File: config.mk
export PLATFORM = sky130hd
export DESIGN_NAME = spi_master_ctrl
export DESIGN_NICKNAME = d
export VERILOG_FILES = /design/src/rtl/spi_master_ctrl.sv
export SDC_FILE = /design/constraint.sdc
export NUM_CORES = 1
export LEC_CHECK = 0
export CORE_MARGIN = 4
export CORE_UTILIZATION = 55
export CTS_CLUSTER_SIZE = 10
export DETAILED_ROUTE_END_ITERATION = 8
export PLACE_DENSITY_LB_ADDON = 0.2
export SKIP_LAST_GASP = 1
export SLEW_MARGIN = 20
export SYNTH_ARGS = -nofsm -noshare
export SYNTH_HDL_FRONTEND = slang
export SYNTH_SLANG_ARGS = --single-unit
File: constraint.sdc
create_clock -name clk -period 3.3 [get_ports clk]
set_input_delay 0.66 -clock clk [delete_from_list [all_inputs] [get_ports clk]]
set_output_delay 0.66 -clock clk [all_outputs]
set_load 0.01 [all_outputs]
File: src/rtl/spi_master_ctrl.sv
// SPI master command engine: serializes one {cmd_type, cmd_data} command per
// 11-bit frame onto MOSI/ss_n and captures the read-data byte returned on MISO.
module spi_master_ctrl #(
    parameter int unsigned MISO_LAT = 2,
    parameter int unsigned IDLE_GAP = 3
) (
    input  logic       clk,
    input  logic       rst_n,
    input  logic       cmd_valid,
    output logic       cmd_ready,
    input  logic [1:0] cmd_type,
    input  logic [7:0] cmd_data,
    output logic       rd_valid,
    output logic [7:0] rd_data,
    output logic       busy,
    output logic       MOSI,
    output logic       ss_n,
    input  logic       MISO
);

    typedef enum logic [2:0] {
        IDLE, START, SEL, SHIFT, WAIT, RECV, STOP, GAP
    } state_t;

    localparam int unsigned WAIT_CYC = (MISO_LAT > 1) ? MISO_LAT - 2 : 0;
    localparam int unsigned GAP_CYC  = (IDLE_GAP > 1) ? IDLE_GAP - 2 : 0;
    localparam logic [3:0]  WAIT_LOAD = 4'(WAIT_CYC);
    localparam logic [3:0]  GAP_LOAD  = 4'(GAP_CYC);

    state_t     state_q, state_d;
    logic [3:0] cnt_q, cnt_d;
    logic [3:0] gap_q, gap_d;
    logic [9:0] din_q, din_d;
    logic [7:0] shreg_q, shreg_d;
    logic [7:0] rd_data_q, rd_data_d;
    logic       rd_valid_q, rd_valid_d;
    logic       busy_q, busy_d;
    logic       mosi_q, mosi_d;
    logic       ss_n_q, ss_n_d;

    always_comb begin
        state_d    = state_q;
        cnt_d      = cnt_q;
        gap_d      = gap_q;
        din_d      = din_q;
        shreg_d    = shreg_q;
        rd_data_d  = rd_data_q;
        rd_valid_d = 1'b0;

        case (state_q)
            IDLE: begin
                if (cmd_valid) begin
                    state_d = START;
                    din_d   = {cmd_type, cmd_data};
                end
            end
            START: state_d = SEL;
            SEL: begin
                state_d = SHIFT;
                cnt_d   = 4'd9;
            end
            SHIFT: begin
                if (cnt_q == '0) begin
                    if (din_q[9:8] == 2'b11) begin
                        if (MISO_LAT == 1) begin
                            state_d = RECV;
                            cnt_d   = 4'd7;
                        end else begin
                            state_d = WAIT;
                            cnt_d   = WAIT_LOAD;
                        end
                    end else begin
                        state_d = STOP;
                    end
                end else begin
                    cnt_d = cnt_q - 4'd1;
                end
            end
            WAIT: begin
                if (cnt_q == '0) begin
                    state_d = RECV;
                    cnt_d   = 4'd7;
                end else begin
                    cnt_d = cnt_q - 4'd1;
                end
            end
            RECV: begin
                shreg_d = {shreg_q[6:0], MISO};
                if (cnt_q == '0) begin
                    // last sample goes straight into rd_data so it is valid in STOP
                    state_d    = STOP;
                    rd_data_d  = shreg_d;
                    rd_valid_d = 1'b1;
                end else begin
                    cnt_d = cnt_q - 4'd1;
                end
            end
            STOP: begin
                if (IDLE_GAP == 1) begin
                    state_d = IDLE;
                end else begin
                    state_d = GAP;
                    gap_d   = GAP_LOAD;
                end
            end
            GAP: begin
                if (gap_q == '0) begin
                    state_d = IDLE;
                end else begin
                    gap_d = gap_q - 4'd1;
                end
            end
            default: state_d = IDLE;
        endcase

        // Outputs are registered, so they are decoded from the next state.
        ss_n_d = !(state_d inside {START, SEL, SHIFT, WAIT, RECV});
        mosi_d = 1'b0;
        if (state_d == SEL) begin
            mosi_d = din_d[9];
        end else if (state_d == SHIFT) begin
            mosi_d = din_d[cnt_d];
        end
        busy_d = (state_d != IDLE);
    end

    always_ff @(posedge clk or negedge rst_n) begin
        if (!rst_n) begin
            state_q    <= IDLE;
            cnt_q      <= '0;
            gap_q      <= '0;
            din_q      <= '0;
            shreg_q    <= '0;
            rd_data_q  <= '0;
            rd_valid_q <= 1'b0;
            busy_q     <= 1'b0;
            mosi_q     <= 1'b0;
            ss_n_q     <= 1'b1;
        end else begin
            state_q    <= state_d;
            cnt_q      <= cnt_d;
            gap_q      <= gap_d;
            din_q      <= din_d;
            shreg_q    <= shreg_d;
            rd_data_q  <= rd_data_d;
            rd_valid_q <= rd_valid_d;
            busy_q     <= busy_d;
            mosi_q     <= mosi_d;
            ss_n_q     <= ss_n_d;
        end
    end

    assign cmd_ready = (state_q == IDLE);
    assign rd_valid  = rd_valid_q;
    assign rd_data   = rd_data_q;
    assign busy      = busy_q;
    assign MOSI      = mosi_q;
    assign ss_n      = ss_n_q;

endmodule
==> flow_metrics.tcl <==
set metrics [dict create \
    area_growth_pct 18.1 \
    end_kind "flip-flop" \
    status "completed" \
    clock-sinks 40 \
    drt_iter0_markers 79 \
    setup_violations 0 \
    finClkSkew_ns 0.00611 \
    vias_per_cell 5.43 \
    post_cts_buffers 0 \
    fp.coreArea_mm2 0.00369 \
    ys_ff_latch 40 \
    ctsResizeCount 0 \
    vdd_drop_max_mv 0.502 \
    crit_buf_inv 3 \
    drt_pass1_iterations 4 \
    startpoint_type "flip-flop" \
    rsz0062_at_grt "no" \
    hp-class "reg -> reg" \
    fin_cells 287 \
    max_slew.worst_pin.slew_ns 0.892 \
    synth_cell_types 49 \
    hold_depth 2 \
    hold_violations 0 \
    synth_nets 231 \
    syn_inst 213 \
    mostFrequentLayoutCell "nand2_1" \
    yosysSeqAreaShare_pct 47.5 \
    finalMaxSlewViolations 0 \
    finalNetCount 256 \
    numCtsBuffers 5 \
    clock_latency_ns 0.29 \
    max_freq_ghz 0.382 \
    num_vias 1558 \
    hold_path_end "din_q[6]$_DFF_PN0_" \
    slowest_stage "dfrtp_1" \
    grt_usage_pct 17.9 \
    crit_fanout 10 \
    cts-htree-levels 2 \
    cp.required_ns 3.48 \
    p_per_area_mw_per_mm2 847 \
    ys_warn_count 0 \
    dieArea_mm2 0.00489 \
    grt_max_degree 41 \
    hp-start "din_q[6]$_DFF_PN0_" \
    cts_tree "yes" \
    antenna_found_initial 0 \
    dp_cells 279 \
    gp_congestion 0.823 \
    drc_errors 0 \
    most-common-layout-cells "nand2_1, dfrtp_1, clkdlybuf4s50_1" \
    nFillCells 305 \
    utilization_pct 67.5 \
    n_antenna_cell 0 \
    r2r_cells 12 \
    pin_count 27 \
    ctsLongestPathBuffers 2 \
    grt_pass1_vias 1472 \
    ant_nets 0 \
    cp.arrival_ns 2.79 \
    grt_overflow_total 0 \
    synth-main-ff-cell "dfrtp_1" \
    slew_headroom_pct 40.5 \
    fp-row-count 22 \
    rr_endpoint "MOSI$_DFF_PN0_" \
    syn_avg_cell_area_um2 9.90 \
    period_share_pct 79.2 \
    r2r-start "cnt_q[0]$_DFF_PN0_" \
    wl_per_cell_um 14.0 \
    power_uw 2110 \
    ff2ff_setup_slack_ns 0.69 \
    clk_pin_slew_ns 0.07 \
    drive_gt1_share_pct 17.2 \
    start_util_pct 57.2 \
    ys_async_sr_fraction_pct 100 \
    wl_mm 4.02 \
    portBuffers 26 \
    cts_hold_buf 0 \
    cts-root-buf "clkbuf_8" \
    dpl.hpwl_mm 2.69 \
    grt_pass1_wl_mm 7.06 \
    maxCapViolCount 0 \
    cpPeakStageDelay_ns 0.45 \
    synth-edff-count 0 \
    p_leak_uw 0.00116 \
    setup_tns_ns 0 \
    fin_crit_ns 2.61 \
    path_delay_family "adder cells" \
    crit_type "reg -> reg" \
    syn_area_mm2 0.00211 \
    die_w_um 69.9 \
    worstPathCellList "inv_1, ha_1, nor3b_4, inv_2, ha_1, inv_1, mux2i_1, o221ai_1, nand3_2, mux2i_1, o32a_2, o31ai_2" \
    dieHeight_um 69.9 \
]
-- synth_stat cells, types with 3 or more instances --
| library cell | count | share of area (%) |
|---|---|---|
| nand2_1 | 41 | 7.3 |
| dfrtp_1 | 39 | 46 |
| a21oi_1 | 15 | 3.6 |
| mux2_2 | 15 | 8.0 |
| inv_1 | 11 | 2.0 |
| o21ai_0 | 9 | 2.1 |
| nand3_1 | 8 | 1.9 |
| nor2_1 | 7 | 1.2 |
| nor3_1 | 5 | 1.2 |
| ha_1 | 4 | 2.4 |
| nand2b_1 | 4 | 1.2 |
| a22o_1 | 3 | 1.2 |
| mux2i_1 | 3 | 1.4 |
| nor2b_1 | 3 | 0.89 |
-- per-layer routing --
layer  vias up  routed length (um)  GRT usage (%)
met4         0                  46           5.11
met5         -                   0              0
li1        791                   -              -
met2        25                1800           26.1
met3         6                 146           4.46
met1       736                2020           26.3
-- power by group --
part	switching, uW	internal, uW
Clock	170	247
Sequential	174	640
Combinational	469	408
Total	813	1290
-- logic make-up (layout without fill, tap and decap cells) --
logic type      after synthesis  after routing  share of synthesized area, %
simple gates                 80             80                          19.4
compound gates               50             50                          16.3
flops                        40             40                          47.5
buf+inv                      21             47                          4.93
mux                          18             18                          9.44
fa+ha+maj                     4              4                          2.37
-- worst max-delay path by stage --
stage,start,to,slack (ns),cells after the start
after floorplan,cnt_q[0]$_DFF_PN0_,MOSI$_DFF_PN0_,0.95,12
after global placement,cmd_valid,MOSI$_DFF_PN0_,0.75,8
after detailed placement,cnt_q[0]$_DFF_PN0_,MOSI$_DFF_PN0_,0.72,12
after CTS,cnt_q[0]$_DFF_PN0_,MOSI$_DFF_PN0_,0.69,12
after global routing,cnt_q[0]$_DFF_PN0_,MOSI$_DFF_PN0_,0.47,12
final,cnt_q[0]$_DFF_PN0_,MOSI$_DFF_PN0_,0.69,12
-- worst min-delay path, cell delays in order, from the launching register on --
cell	delay, ns
dfrtp_1	0.32
nand2_1	0.06
nand2_1	0.06
-- flip-flops by register name, indices dropped and copies added, names as in the netlist, 3 cells and up --
register,count
rd_data,8
cnt_q,4
shreg_q,7
din_q,10
state_q,3
gap_q,4
-- area by class of cell --
| type | instances | area, um2 | share of cell area [%] |
|---|---|---|---|
| well taps | 48 | 60.1 | 2.41 |
| inverters | 13 | 48.8 | 1.96 |
| multi-input cells | 152 | 1000 | 40.3 |
| flip-flops and latches | 40 | 1000 | 40.3 |
| clock buffers | 6 | 82.6 | 3.32 |
| clock inverters | 2 | 38.8 | 1.56 |
| repair buffers | 26 | 255 | 10.3 |
-- stage by stage --
stage | setup WS (ns) | hold WS [ns] | cell area, um2
after floorplan | 0.949 | 0.364 | 2110
after global placement | 0.754 | 0.452 | 2370
after detailed placement | 0.716 | 0.459 | 2370
after CTS | 0.688 | 0.476 | 2490
after global routing | 0.470 | 0.508 | 2490
final | 0.686 | 0.474 | 2490
No activity file was read; power rests on OpenSTA's default activity.
